<file path="src/rtl/mips_mem_arbiter_if.sv">
// Bundles the fetch, data and memory-side signals of the unified-memory arbiter.
// The slave modport is the arbiter's view; the master modport is the core/memory view.
// Carries no logic of its own.
interface mips_mem_arbiter_if #(
  parameter int ADDR_W = 32,
  parameter int DATA_W = 32
);
  logic              if_req;
  logic [ADDR_W-1:0] if_addr;
  logic              if_ack;
  logic [DATA_W-1:0] if_rdata;
  logic              d_req;
  logic              d_we;
  logic [ADDR_W-1:0] d_addr;
  logic [DATA_W-1:0] d_wdata;
  logic              d_ack;
  logic [DATA_W-1:0] d_rdata;
  logic              err;
  logic              mem_req;
  logic              mem_we;
  logic [ADDR_W-1:0] mem_addr;
  logic [DATA_W-1:0] mem_wdata;
  logic [DATA_W-1:0] mem_rdata;
  logic              mem_ready;

  modport slave (
    input  if_req, if_addr, d_req, d_we, d_addr, d_wdata, mem_rdata, mem_ready,
    output if_ack, if_rdata, d_ack, d_rdata, err, mem_req, mem_we, mem_addr, mem_wdata
  );

  modport master (
    output if_req, if_addr, d_req, d_we, d_addr, d_wdata, mem_rdata, mem_ready,
    input  if_ack, if_rdata, d_ack, d_rdata, err, mem_req, mem_we, mem_addr, mem_wdata
  );
endinterface

</file>
<file path="src/rtl/mips_mem_arbiter.sv">
// Purpose: shares one single-port memory between MIPS fetch and load/store; optional ARB_ROUND_ROBIN_EN.
// Latency: request sampled in IDLE, ack one cycle after mem_ready (or after TIMEOUT_CYC busy cycles with err).
// Backpressure: requesters hold req until their one-cycle ack; one memory access in flight at a time.
module mips_mem_arbiter #(
  parameter int ADDR_W      = 32,
  parameter int DATA_W      = 32,
  parameter int TIMEOUT_CYC = 255
) (
  input logic            clk,
  input logic            rst_n,
  mips_mem_arbiter_if.slave bus
);

  typedef enum logic [1:0] {S_IDLE, S_BUSY, S_DONE} state_t;
  typedef enum logic {OWN_F, OWN_D} owner_t;

  // Compare against count+1 in 9 bits so TIMEOUT_CYC = 255 cannot wrap.
  localparam logic [8:0] TO_LIM = 9'(TIMEOUT_CYC);

  state_t            state, state_nxt;
  owner_t            owner, owner_nxt;
  logic [7:0]        cnt, cnt_nxt;
  logic [8:0]        cnt_inc;
  logic              grant_d;
  logic              mem_req_q, mem_req_nxt;
  logic              mem_we_q, mem_we_nxt;
  logic [ADDR_W-1:0] mem_addr_q, mem_addr_nxt;
  logic [DATA_W-1:0] mem_wdata_q, mem_wdata_nxt;
  logic              if_ack_q, if_ack_nxt;
  logic              d_ack_q, d_ack_nxt;
  logic              err_q, err_nxt;
  logic [DATA_W-1:0] if_rdata_q, if_rdata_nxt;
  logic [DATA_W-1:0] d_rdata_q, d_rdata_nxt;
`ifdef ARB_ROUND_ROBIN_EN
  owner_t            last, last_nxt;
`endif

  assign cnt_inc = {1'b0, cnt} + 9'd1;

  // Grant decision in IDLE: round robin on contention, otherwise D has fixed priority.
  always_comb begin
`ifdef ARB_ROUND_ROBIN_EN
    grant_d = bus.d_req && (!bus.if_req || (last == OWN_F));
`else
    grant_d = bus.d_req;
`endif
  end

  // Next-state and next-output logic; every output is a register fed from here.
  always_comb begin
    state_nxt     = state;
    owner_nxt     = owner;
    cnt_nxt       = cnt;
    mem_req_nxt   = 1'b0;
    mem_we_nxt    = mem_we_q;
    mem_addr_nxt  = mem_addr_q;
    mem_wdata_nxt = mem_wdata_q;
    if_ack_nxt    = 1'b0;
    d_ack_nxt     = 1'b0;
    err_nxt       = 1'b0;
    if_rdata_nxt  = if_rdata_q;
    d_rdata_nxt   = d_rdata_q;
`ifdef ARB_ROUND_ROBIN_EN
    last_nxt      = last;
`endif
    unique case (state)
      S_IDLE: begin
        if (bus.if_req || bus.d_req) begin
          state_nxt   = S_BUSY;
          cnt_nxt     = '0;
          mem_req_nxt = 1'b1;
          if (grant_d) begin
            owner_nxt     = OWN_D;
            mem_we_nxt    = bus.d_we;
            mem_addr_nxt  = bus.d_addr;
            mem_wdata_nxt = bus.d_wdata;
          end else begin
            owner_nxt     = OWN_F;
            mem_we_nxt    = 1'b0;
            mem_addr_nxt  = bus.if_addr;
            mem_wdata_nxt = '0;
          end
`ifdef ARB_ROUND_ROBIN_EN
          last_nxt = grant_d ? OWN_D : OWN_F;
`endif
        end
      end
      S_BUSY: begin
        mem_req_nxt = 1'b1;
        cnt_nxt     = cnt_inc[7:0];
        // mem_ready wins over a timeout landing on the same edge.
        if (bus.mem_ready) begin
          state_nxt   = S_DONE;
          mem_req_nxt = 1'b0;
          if (owner == OWN_F) begin
            if_ack_nxt   = 1'b1;
            if_rdata_nxt = bus.mem_rdata;
          end else begin
            d_ack_nxt = 1'b1;
            if (!mem_we_q) d_rdata_nxt = bus.mem_rdata;
          end
        end else if (cnt_inc >= TO_LIM) begin
          state_nxt   = S_DONE;
          mem_req_nxt = 1'b0;
          err_nxt     = 1'b1;
          if (owner == OWN_F) if_ack_nxt = 1'b1;
          else                d_ack_nxt  = 1'b1;
        end
      end
      S_DONE: begin
        state_nxt = S_IDLE;
      end
      default: begin
        state_nxt = S_IDLE;
      end
    endcase
  end

  // State and output registers; reset drops mem_req and clears all visible state at once.
  always_ff @(posedge clk or negedge rst_n) begin
    if (!rst_n) begin
      state       <= S_IDLE;
      owner       <= OWN_D;
      cnt         <= '0;
      mem_req_q   <= 1'b0;
      mem_we_q    <= 1'b0;
      mem_addr_q  <= '0;
      mem_wdata_q <= '0;
      if_ack_q    <= 1'b0;
      d_ack_q     <= 1'b0;
      err_q       <= 1'b0;
      if_rdata_q  <= '0;
      d_rdata_q   <= '0;
`ifdef ARB_ROUND_ROBIN_EN
      last        <= OWN_D;
`endif
    end else begin
      state       <= state_nxt;
      owner       <= owner_nxt;
      cnt         <= cnt_nxt;
      mem_req_q   <= mem_req_nxt;
      mem_we_q    <= mem_we_nxt;
      mem_addr_q  <= mem_addr_nxt;
      mem_wdata_q <= mem_wdata_nxt;
      if_ack_q    <= if_ack_nxt;
      d_ack_q     <= d_ack_nxt;
      err_q       <= err_nxt;
      if_rdata_q  <= if_rdata_nxt;
      d_rdata_q   <= d_rdata_nxt;
`ifdef ARB_ROUND_ROBIN_EN
      last        <= last_nxt;
`endif
    end
  end

  assign bus.mem_req   = mem_req_q;
  assign bus.mem_we    = mem_we_q;
  assign bus.mem_addr  = mem_addr_q;
  assign bus.mem_wdata = mem_wdata_q;
  assign bus.if_ack    = if_ack_q;
  assign bus.d_ack     = d_ack_q;
  assign bus.err       = err_q;
  assign bus.if_rdata  = if_rdata_q;
  assign bus.d_rdata   = d_rdata_q;

endmodule

</file>
<file path="src/flat_wrapper.sv">
// flat-port wrapper written by rule: the top's interface ports become plain ports
module mips_mem_arbiter_flat 
#(
  parameter int ADDR_W      = 32,
  parameter int DATA_W      = 32,
  parameter int TIMEOUT_CYC = 255
)
  (clk, rst_n, bus_if_req, bus_if_addr, bus_d_req, bus_d_we, bus_d_addr, bus_d_wdata, bus_mem_rdata, bus_mem_ready, bus_if_ack, bus_if_rdata, bus_d_ack, bus_d_rdata, bus_err, bus_mem_req, bus_mem_we, bus_mem_addr, bus_mem_wdata);
  mips_mem_arbiter_if #(.ADDR_W(ADDR_W), .DATA_W(DATA_W)) bus_i ();
  input logic clk;
  input logic rst_n;
  input wire logic [$bits(bus_i.if_req)-1:0] bus_if_req;
  input wire logic [$bits(bus_i.if_addr)-1:0] bus_if_addr;
  input wire logic [$bits(bus_i.d_req)-1:0] bus_d_req;
  input wire logic [$bits(bus_i.d_we)-1:0] bus_d_we;
  input wire logic [$bits(bus_i.d_addr)-1:0] bus_d_addr;
  input wire logic [$bits(bus_i.d_wdata)-1:0] bus_d_wdata;
  input wire logic [$bits(bus_i.mem_rdata)-1:0] bus_mem_rdata;
  input wire logic [$bits(bus_i.mem_ready)-1:0] bus_mem_ready;
  output wire logic [$bits(bus_i.if_ack)-1:0] bus_if_ack;
  output wire logic [$bits(bus_i.if_rdata)-1:0] bus_if_rdata;
  output wire logic [$bits(bus_i.d_ack)-1:0] bus_d_ack;
  output wire logic [$bits(bus_i.d_rdata)-1:0] bus_d_rdata;
  output wire logic [$bits(bus_i.err)-1:0] bus_err;
  output wire logic [$bits(bus_i.mem_req)-1:0] bus_mem_req;
  output wire logic [$bits(bus_i.mem_we)-1:0] bus_mem_we;
  output wire logic [$bits(bus_i.mem_addr)-1:0] bus_mem_addr;
  output wire logic [$bits(bus_i.mem_wdata)-1:0] bus_mem_wdata;
  assign bus_i.if_req = bus_if_req;
  assign bus_i.if_addr = bus_if_addr;
  assign bus_i.d_req = bus_d_req;
  assign bus_i.d_we = bus_d_we;
  assign bus_i.d_addr = bus_d_addr;
  assign bus_i.d_wdata = bus_d_wdata;
  assign bus_i.mem_rdata = bus_mem_rdata;
  assign bus_i.mem_ready = bus_mem_ready;
  assign bus_if_ack = bus_i.if_ack;
  assign bus_if_rdata = bus_i.if_rdata;
  assign bus_d_ack = bus_i.d_ack;
  assign bus_d_rdata = bus_i.d_rdata;
  assign bus_err = bus_i.err;
  assign bus_mem_req = bus_i.mem_req;
  assign bus_mem_we = bus_i.mem_we;
  assign bus_mem_addr = bus_i.mem_addr;
  assign bus_mem_wdata = bus_i.mem_wdata;
  mips_mem_arbiter #(.ADDR_W(ADDR_W), .DATA_W(DATA_W), .TIMEOUT_CYC(TIMEOUT_CYC)) u_core (.clk(clk), .rst_n(rst_n), .bus(bus_i));
endmodule
</file>
<file path="config.mk">
export PLATFORM = sky130hd
export DESIGN_NAME = mips_mem_arbiter_flat
export DESIGN_NICKNAME = d
export VERILOG_FILES = /design/src/rtl/mips_mem_arbiter_if.sv /design/src/rtl/mips_mem_arbiter.sv /design/src/flat_wrapper.sv
export SDC_FILE = /design/constraint.sdc
export NUM_CORES = 1
export LEC_CHECK = 0
export ABC_AREA = 1
export CORE_ASPECT_RATIO = 0.7
export CORE_MARGIN = 5
export CORE_UTILIZATION = 45
export CTS_CLUSTER_DIAMETER = 120
export DETAILED_ROUTE_END_ITERATION = 7
export HOLD_SLACK_MARGIN = 0.15
export MAX_ROUTING_LAYER = met4
export PLACE_DENSITY = 0.86
export SYNTH_ARGS = -nofsm -noshare
export SYNTH_HDL_FRONTEND = slang
export SYNTH_SLANG_ARGS = --single-unit
</file>
<file path="constraint.sdc">
create_clock -name clk -period 3.95 [get_ports clk]
set_clock_uncertainty 0.1 [all_clocks]
set_input_delay 0.9875 -clock clk [delete_from_list [all_inputs] [get_ports clk]]
set_output_delay 0.9875 -clock clk [all_outputs]
set_load 0.05 [all_outputs]
</file>
==> results.yml, run 1 <==
status:
  outcome: "finished clean"
worst_setup_path:
  startpoint: "u_core.bus.mem_we$_DFFE_PN0P_"
  critPathMaxFanout: 3
  critPathLaunchType: "register"
  worst_ep_required_time_ps: 2860
  cpLargestDelayFamily: "buffers and inverters"
  regToRegSetupSlack_ps: 1720
  crit_chain: "clkdlybuf4s50_1"
  reg2reg_from: "u_core.state[1]$_DFFE_PN0P_"
  cp_num_buf_inv: 1
  critPathMaxStageDelay_ps: 860
  cp_slowest_cell: "clkdlybuf4s50_1"
  critPathKind: "register to output pin"
  worstPathArrival_ps: 1680
  cp-end-kind: "output pin"
placement:
  gpl.final_weighted_congestion: 0.822
  hpwl_um: 11900
  dp_slack_ps: 817
  portBuffers: 266
  placedInstanceArea_um2: 8730
global_routing:
  grt_pass1_vias: 5377
  grt_max_degree: 99
  grt_pass1_wl_um: 27200
  grt_overflow: 0
  grt_use_total_pct: 22.3
  antenna_found_initial: 0
sta:
  rsz0062_at_grt: "no"
  timing.hold.ws_ps: 369
  tightest_slew_ps: 1060
  hold_viol_final: 0
  timing.final.ws_setup_ps: 1180
  slew_violations: 0
  finalSetupViolCount: 0
  final_period_minus_worst_setup_slack_ps: 2770
  fin_crit_sh_pct: 70.0
  relSlewSlack_pct: 29.5
  max_freq_mhz: 361
  fin_setup_tns_ps: 0
clock_network:
  htreeDepth: 4
  cts_root_buf: "clkbuf_16"
  postCtsResizedCells: 0
  ctsHoldBuffers: 0
  cts_setup_buffers: 0
  clk_pin_slew_ps: 60
  clkSinkCount: 144
  cts_buffers: 17
  cts_tree: "yes"
  clockBufferDepth: 2
  worstSkewPairLatency_ps: 400
floorplan:
  row_count: 35
  dieArea_um2: 15600
  core_area_um2: 13000
  io_pins: 267
  die_h_um: 106
  die_w_um: 147
  initial_core_util_pct: 45.5
logic_synthesis:
  yosys_warnings: 0
  yosys.area.top_type_share_pct: 60.4
  synth.avg_cell_area_um2: 8.67
  yosysUniqueCellTypes: 19
  synth_area_leaders: "dfrtp_1 (60%), nand2_1 (12%), o21ai_0 (8.7%)"
  synth_top_area_cell: "dfrtp_1"
  ys_seq_area_share_pct: 60.9
  synth_cells: 683
  syn_nets: 819
  ys_seq_elements: 144
  synth.cell_area_um2: 5920
route:
  via_per_inst: 4.76
  drt_iter0_drc: 305
  drc: 0
  dr.pass1.iters: 4
  dr_total_vias: 5311
  ant_nets: 0
  wl_per_cell_um: 14.9
  wirelength_um: 16600
finish:
  fin_nets: 1073
  drive_above_1_share_pct: 5.05
  diodes: 0
  final_area_um2: 9290
  syn_to_final_growth_pct: 56.9
  fill_cells: 979
power_and_ir_drop:
  ir_worst_vdd_mv: 0.590
  power_switching_mw: 4.50
  seq_power_share_pct: 28.1
  switching_share_pct: 49.6
  power_frac_clock_pct: 16.6
  p_leak_nw: 4.36
  combPwrFrac_pct: 55.3
  power.internal_mw: 4.58
  fin_total_pwr_mw: 9.08
  powerDensity_nw_per_um2: 977
flow_run:
  maxCapViolations: 0
hold_path:
  hp-class: "register to register"
  hp-start: "u_core.bus.mem_wdata[9]$_DFFE_PN0P_"
worst paths after layout:
path,to,cells after the start
worst min-delay path,u_core.bus.mem_wdata[9]$_DFFE_PN0P_,2
worst max register to register,u_core.bus.if_rdata[5]$_DFFE_PN0P_,3
worst max-delay path,bus_mem_we,1
min in group asynchronous,u_core.bus.d_rdata[13]$_DFFE_PN0P_,1
worst min register to register,u_core.bus.mem_wdata[9]$_DFFE_PN0P_,2
max in group asynchronous,u_core.bus.mem_wdata[9]$_DFFE_PN0P_,2
cell families after synthesis:
logic type,count (synthesis),synth area share [%]
AO/OA/AOI/OAI,142,12.1
adder cells (fa/ha/maj),2,0.423
buffers and inverters,117,7.50
AND/OR/NAND/NOR,278,19.1
flip-flops,144,60.9
cells in the mapped netlist:
master,number
o21ai_1,1
a21oi_1,33
nor4_4,1
ha_1,2
dfstp_2,1
o22ai_1,5
nand3_1,41
buf_2,4
nand4_1,3
buf_1,2
or2_2,1
inv_1,78
nor2_4,1
nor2_1,43
clkbuf_1,31
nand2_1,188
dfrtp_1,143
inv_2,2
o21ai_0,103
power groups by stage:
| stage | registers [mW] | clock network (mW) | logic, mW |
|---|---|---|---|
| after global placement | 2.54 | 0 | 4.99 |
| after detailed placement | 2.56 | 0 | 5.06 |
| after global routing | 2.65 | 1.60 | 5.30 |
| final | 2.55 | 1.50 | 5.02 |
| after floorplan | 4.81 | 0 | 0.929 |
| after CTS | 2.56 | 1.54 | 5.07 |
sequential cells by signal, summed over array words and instances, names as in the netlist:
signal / count
u_core.bus.d_rdata: 32
u_core.bus.if_rdata: 32
u_core.bus.mem_addr: 32
u_core.bus.mem_wdata: 32
u_core.cnt: 8
u_core.state: 2
u_core.bus.d_ack: 1
u_core.bus.err: 1
u_core.bus.if_ack: 1
u_core.bus.mem_req: 1
u_core.bus.mem_we: 1
u_core.owner: 1
per-stage QoR:
stage | utilization (%) | instances
after floorplan | - | 683
after global placement | 67.1 | 1084
final | 71.4 | 1116
after CTS | 71.4 | 1116
after detailed placement | 67.1 | 1084
after global routing | 71.4 | 1116
cell type report:
type                            instances  area [um2]  share of cell area [%]
Tap cell                              166         208                    2.24
Multi-Input combinational cell        422        1890                    20.3
Sequential cell                       144        3600                    38.8
Clock inverter                         13         116                    1.25
Inverter                               80         300                    3.23
Timing Repair Buffer                  272        2730                    29.4
Clock buffer                           19         443                    4.77
routing by layer:
layer,vias to the layer above,GRT usage (%),routed length [um]
li1,2666,-,-
met1,2484,27.2,7200
met2,148,37.6,8360
met3,13,5.16,880
met4,0,6.38,205
met5,-,-,0
layout by cell type, fill, tap and decap left out, types with 2 or more instances in the layout:
master	n
a21oi_1	33
dfrtp_1	143
buf_12	2
buf_4	4
ha_1	2
nor2_1	42
inv_1	78
clkinv_4	4
o21ai_0	103
inv_2	2
clkinvlp_4	2
inv_6	5
nand2_1	188
clkdlybuf4s50_1	264
nand4_1	3
nand3_1	40
inv_8	2
clkbuf_16	17
o22ai_1	5
Power figures use the tool's default switching activity.
==> run 2: changes to the inputs <==
--- a/config.mk
+++ b/config.mk
@@ -8,12 +8,12 @@
 export ABC_AREA = 1
 export CORE_ASPECT_RATIO = 0.7
 export CORE_MARGIN = 5
-export CORE_UTILIZATION = 45
+export CORE_UTILIZATION = 38
 export CTS_CLUSTER_DIAMETER = 120
 export DETAILED_ROUTE_END_ITERATION = 7
 export HOLD_SLACK_MARGIN = 0.15
 export MAX_ROUTING_LAYER = met4
-export PLACE_DENSITY = 0.86
+export PLACE_DENSITY = 0.77
 export SYNTH_ARGS = -nofsm -noshare
 export SYNTH_HDL_FRONTEND = slang
 export SYNTH_SLANG_ARGS = --single-unit
==> constraint.sdc (replaced) <==
create_clock -name clk -period 2.35 [get_ports clk]
set_clock_uncertainty 0.1 [all_clocks]
set_input_delay 0.5875 -clock clk [delete_from_list [all_inputs] [get_ports clk]]
set_output_delay 0.5875 -clock clk [all_outputs]
set_load 0.05 [all_outputs]
==> run 2 against run 1 <==
Clock power is 79% higher. Die area up 17%. Register-to-register slack worse by 1100 ps. Largest cell class unchanged. Highest routed layer unchanged. First-iteration DRC count shrank 21%. Sequential share of layout area down 0.82 points. Cell area increased by 2.2%.
==> results.yml, run 2 (synthesis gave the netlist of run 1 again) <==
route:
  wl_per_cell_um: 14.6
  ant_nets: 0
  dr.pass1.iters: 5
  via_per_inst: 4.58
  wirelength_um: 16900
  dr_total_vias: 5307
  drt_iter0_drc: 242
  drc: 0
placement:
  gpl.final_weighted_congestion: 0.787
  placedInstanceArea_um2: 8870
  portBuffers: 266
  hpwl_um: 12400
worst_setup_path:
  r2r_end: "u_core.bus.if_ack$_DFF_PN0_"
  critPathLaunchType: "register"
  worstPathArrival_ps: 1610
  crit_chain: "clkdlybuf4s50_1"
  cpLargestDelayFamily: "buffers and inverters"
  critPathKind: "register to output pin"
  cp-end-kind: "output pin"
  reg2reg_from: "u_core.cnt[1]$_DFFE_PN0P_"
  cp_slowest_cell: "clkdlybuf4s50_1"
  critPathMaxStageDelay_ps: 830
  worst_ep_required_time_ps: 1660
  critPathMaxFanout: 2
  regToRegSetupSlack_ps: 600
  worst-r2r-cell-count: 9
  cp_num_buf_inv: 1
global_routing:
  grt_pass1_vias: 5317
  antenna_found_initial: 0
  grt_pass1_wl_um: 27500
  grt_overflow: 0
  grt_max_degree: 65
  grt_use_total_pct: 19.1
sta:
  final_period_minus_worst_setup_slack_ps: 2290
  slew_violations: 0
  fin_crit_sh_pct: 97.6
  max_freq_mhz: 436
  fin_setup_tns_ps: 0
  relSlewSlack_pct: 61.3
  rsz0062_at_grt: "no"
  finalSetupViolCount: 0
  tightest_slew_ps: 579
  hold_viol_final: 0
power_and_ir_drop:
  ir_worst_vdd_mv: 0.997
  fin_total_pwr_mw: 15.5
  p_leak_nw: 4.50
  powerDensity_nw_per_um2: 1630
clock_network:
  clk_pin_slew_ps: 60
  clkSinkCount: 144
  cts_tree: "yes"
  worstSkewPairLatency_ps: 400
  cts_buffers: 17
  htreeDepth: 4
  clockBufferDepth: 2
  cts_root_buf: "clkbuf_16"
hold_path:
  min_to: "u_core.bus.mem_wdata[29]$_DFFE_PN0P_"
  hp-class: "register to register"
  hp-start: "u_core.bus.mem_wdata[29]$_DFFE_PN0P_"
  min_path_cells: 2
finish:
  syn_to_final_growth_pct: 60.3
  multi_input_area_um2: 1890
  final_area_um2: 9490
  fill_cells: 1371
  mostFrequentLayoutCell: "clkdlybuf4s50_1"
  layout_common_cells: "clkdlybuf4s50_1 (257), nand2_1 (188), dfrtp_1 (143)"
  drive_above_1_share_pct: 5.95
  fin_nets: 1081
  diodes: 0
  seq_area_um2: 3600
floorplan:
  row_count: 38
  die_w_um: 159
  core_area_um2: 15400
  die_h_um: 114
  initial_core_util_pct: 38.4
  io_pins: 267
  dieArea_um2: 18200
flow_run:
  maxCapViolations: 0
status:
  outcome: "finished clean"
run 2: area by class of cell:
class                           instances  area share [%]
Sequential cell                       144            38.0
Timing Repair Buffer                  280            30.1
Multi-Input combinational cell        422            19.9
Clock buffer                           19            4.77
Inverter                               80            3.16
Tap cell                              200            2.64
Clock inverter                         13            1.46
run 2: stage by stage:
step           std cells  setup WS (ps)  hold slack [ps]  utilization [%]
5_1_grt             1158           3.50              392             61.6
3_5_place_dp        1125           79.8              358             57.6
2_1_floorplan        683            561              192                -
3_3_place_gp        1125            180              352             57.6
4_1_cts             1158           12.2              375             61.5
6_report            1158           56.3              370             61.6
run 2: report_power, final:
group	total (mW)	switching, mW	leakage [nW]	internal [mW]
Sequential	4.30	0.664	1.76	3.63
Clock	2.68	1.13	0.289	1.55
Combinational	8.50	5.80	2.44	2.70
Total	15.5	7.59	4.50	7.89
run 2: worst register-to-register path, delay by kind of cell, from the launching register on:
kind / cells / cell delay, ps
compound gates: 1 / 170
simple gates: 7 / 690
flops: 1 / 410
fa+ha+maj: 1 / 310
run 2: routing by layer:
layer  GRT usage (%)  vias to the layer above  share of wire (%)
li1                -                     2676                  -
met3            6.15                       16                6.2
met4            4.49                        0                1.3
met1            24.0                     2479                 44
met2            30.6                      136                 48
met5               -                        -                  0
run 2: repair_timing:
item,in CTS,in global routing
buffers inserted,0,0
setup endpoints to repair,0,6
hold buffers,1,0
gates resized for setup,0,6
endpoints found under the hold margin,31,0
run 2: worst max-delay path by stage:
| stage | slack, ps | endpoint | cells after the start | from |
|---|---|---|---|---|
| 3_3_place_gp | 180 | u_core.bus.d_rdata[0]$_DFFE_PN0P_ | 6 | bus_mem_ready |
| 5_1_grt | 4 | bus_d_rdata[17] | 1 | u_core.bus.d_rdata[17]$_DFFE_PN0P_ |
| 4_1_cts | 10 | bus_d_rdata[1] | 1 | u_core.bus.d_rdata[1]$_DFFE_PN0P_ |
| 6_report | 60 | bus_mem_wdata[22] | 1 | u_core.bus.mem_wdata[22]$_DFFE_PN0P_ |
| 3_5_place_dp | 80 | u_core.bus.d_rdata[1]$_DFFE_PN0P_ | 6 | bus_mem_ready |
| 2_1_floorplan | 560 | u_core.bus.mem_req$_DFF_PN0_ | 4 | bus_d_req |
==> run 3: changes to the inputs <==
--- a/config.mk
+++ b/config.mk
@@ -7,7 +7,7 @@
 export LEC_CHECK = 0
 export ABC_AREA = 1
 export CORE_ASPECT_RATIO = 0.7
-export CORE_MARGIN = 5
+export CORE_MARGIN = 4
 export CORE_UTILIZATION = 38
 export CTS_CLUSTER_DIAMETER = 120
 export DETAILED_ROUTE_END_ITERATION = 7
==> run 3 against run 2 <==
Clock power is 6% lower. Largest power group unchanged. Global-route usage is 0.15 points lower. Utilization is 1.3 points higher. Via count is 0.60% lower. Critical path depth stayed put. Combinational power hardly changed. Critical endpoint is now bus_d_rdata[9]. Maximum frequency hardly changed. Non-clock buffer count is 1 lower.
==> results.yml, run 3 (synthesis gave the netlist of run 1 again) <==
route:
  drt_iter0_drc: 242
  dr.pass1.iters: 4
  drc: 0
  wirelength_um: 16200
  wl_per_cell_um: 14.1
  dr_total_vias: 5275
  ant_nets: 0
  via_per_inst: 4.58
finish:
  layout_common_cells: "clkdlybuf4s50_1 (262), nand2_1 (188), dfrtp_1 (143)"
  diodes: 0
  mostFrequentLayoutCell: "clkdlybuf4s50_1"
  drive_above_1_share_pct: 5.85
  finish.utilization_pct: 62.9
  final_area_um2: 9440
  fin_nets: 1080
  syn_to_final_growth_pct: 59.4
  stdcell_count: 1152
global_routing:
  grt_max_degree: 68
  grt_overflow: 0
  antenna_found_initial: 0
  grt_use_total_pct: 19.0
  grt_pass1_wl_um: 26500
  grt_pass1_vias: 5301
placement:
  dp_slack_ps: 99.2
  placedInstanceArea_um2: 8860
  portBuffers: 266
  hpwl_um: 12000
  gpl.final_weighted_congestion: 0.835
  placed_cells: 1119
sta:
  fin_setup_tns_ps: 0
  fin_crit_sh_pct: 97.6
  finalSetupViolCount: 0
  rsz0062_at_grt: "no"
  final_period_minus_worst_setup_slack_ps: 2290
  relSlewSlack_pct: 62.5
  slew_violations: 0
  timing.hold.ws_ps: 369
  tightest_slew_ps: 560
  max_freq_mhz: 436
  timing.final.ws_setup_ps: 57.0
  hold_viol_final: 0
clock_network:
  clk_pin_slew_ps: 70
  cts_setup_buffers: 0
  cts_tree: "yes"
  htreeDepth: 4
  worstSkewPairLatency_ps: 400
  cts_root_buf: "clkbuf_16"
  clkSinkCount: 144
  cts_buffers: 17
  clockBufferDepth: 2
worst_setup_path:
  cpLargestDelayFamily: "buffers and inverters"
  cp_slowest_cell: "clkdlybuf4s50_1"
  worstPathArrival_ps: 1610
  worst_ep_required_time_ps: 1660
  worst-r2r-cell-count: 8
  reg2reg_from: "u_core.cnt[1]$_DFFE_PN0P_"
  cp-end-kind: "output pin"
  critPathMaxStageDelay_ps: 820
  r2r_end: "u_core.state[0]$_DFFE_PN0P_"
  cp_num_buf_inv: 1
  critPathMaxFanout: 2
  critPathLaunchType: "register"
  crit_chain: "clkdlybuf4s50_1"
  crit_cells: 1
  critPathKind: "register to output pin"
  regToRegSetupSlack_ps: 600
hold_path:
  min_path_cells: 2
  hp-class: "register to register"
  hp-start: "u_core.bus.mem_wdata[14]$_DFFE_PN0P_"
  min_to: "u_core.bus.mem_wdata[14]$_DFFE_PN0P_"
floorplan:
  row_count: 37
  die_w_um: 157
  dieArea_um2: 17700
  die_h_um: 112
  io_pins: 267
  initial_core_util_pct: 39.5
  core_area_um2: 15000
power_and_ir_drop:
  p_leak_nw: 4.42
  powerDensity_nw_per_um2: 1620
  fin_total_pwr_mw: 15.3
  ir_worst_vdd_mv: 0.757
flow_run:
  maxCapViolations: 0
status:
  outcome: "finished clean"
-- run 3: worst max path at each step --
| stage | startpoint | end | slack, ps |
|---|---|---|---|
| final | u_core.bus.d_rdata[9]$_DFFE_PN0P_ | bus_d_rdata[9] | 60 |
| after global routing | u_core.bus.if_rdata[4]$_DFFE_PN0P_ | bus_if_rdata[4] | 3 |
| after CTS | u_core.bus.d_rdata[17]$_DFFE_PN0P_ | bus_d_rdata[17] | 30 |
| after detailed placement | bus_mem_ready | u_core.bus.d_rdata[13]$_DFFE_PN0P_ | 100 |
| after global placement | bus_mem_ready | u_core.bus.d_rdata[15]$_DFFE_PN0P_ | 170 |
| after floorplan | bus_d_req | u_core.bus.mem_req$_DFF_PN0_ | 560 |
-- run 3: area by class of cell --
cell class / instances / area (um2)
repair buffers: 279 / 2830
inverters: 80 / 300
clock inverters: 14 / 124
well taps: 195 / 244
clock buffers: 18 / 439
flip-flops and latches: 144 / 3600
fillers: 1267 / 5560
multi-input cells: 422 / 1890
-- run 3: metal layers --
metal | global-route usage (%) | share of wire [%]
met1 | 24.0 | 44
met2 | 30.2 | 49
met3 | 5.78 | 6.4
met4 | 4.30 | 0.56
met5 | - | 0
-- run 3: power by group --
group	internal (mW)	leakage (nW)	switching, mW
sequential	3.63	1.76	0.643
combinational	2.70	2.39	5.78
clock	1.41	0.271	1.11
-- run 3: what timing repair did --
action | 4_1_cts | 5_1_grt
hold buffers | 1 | 0
setup endpoints to repair | 0 | 1
endpoints found under the hold margin | 28 | 0
gates resized for setup | 0 | 1
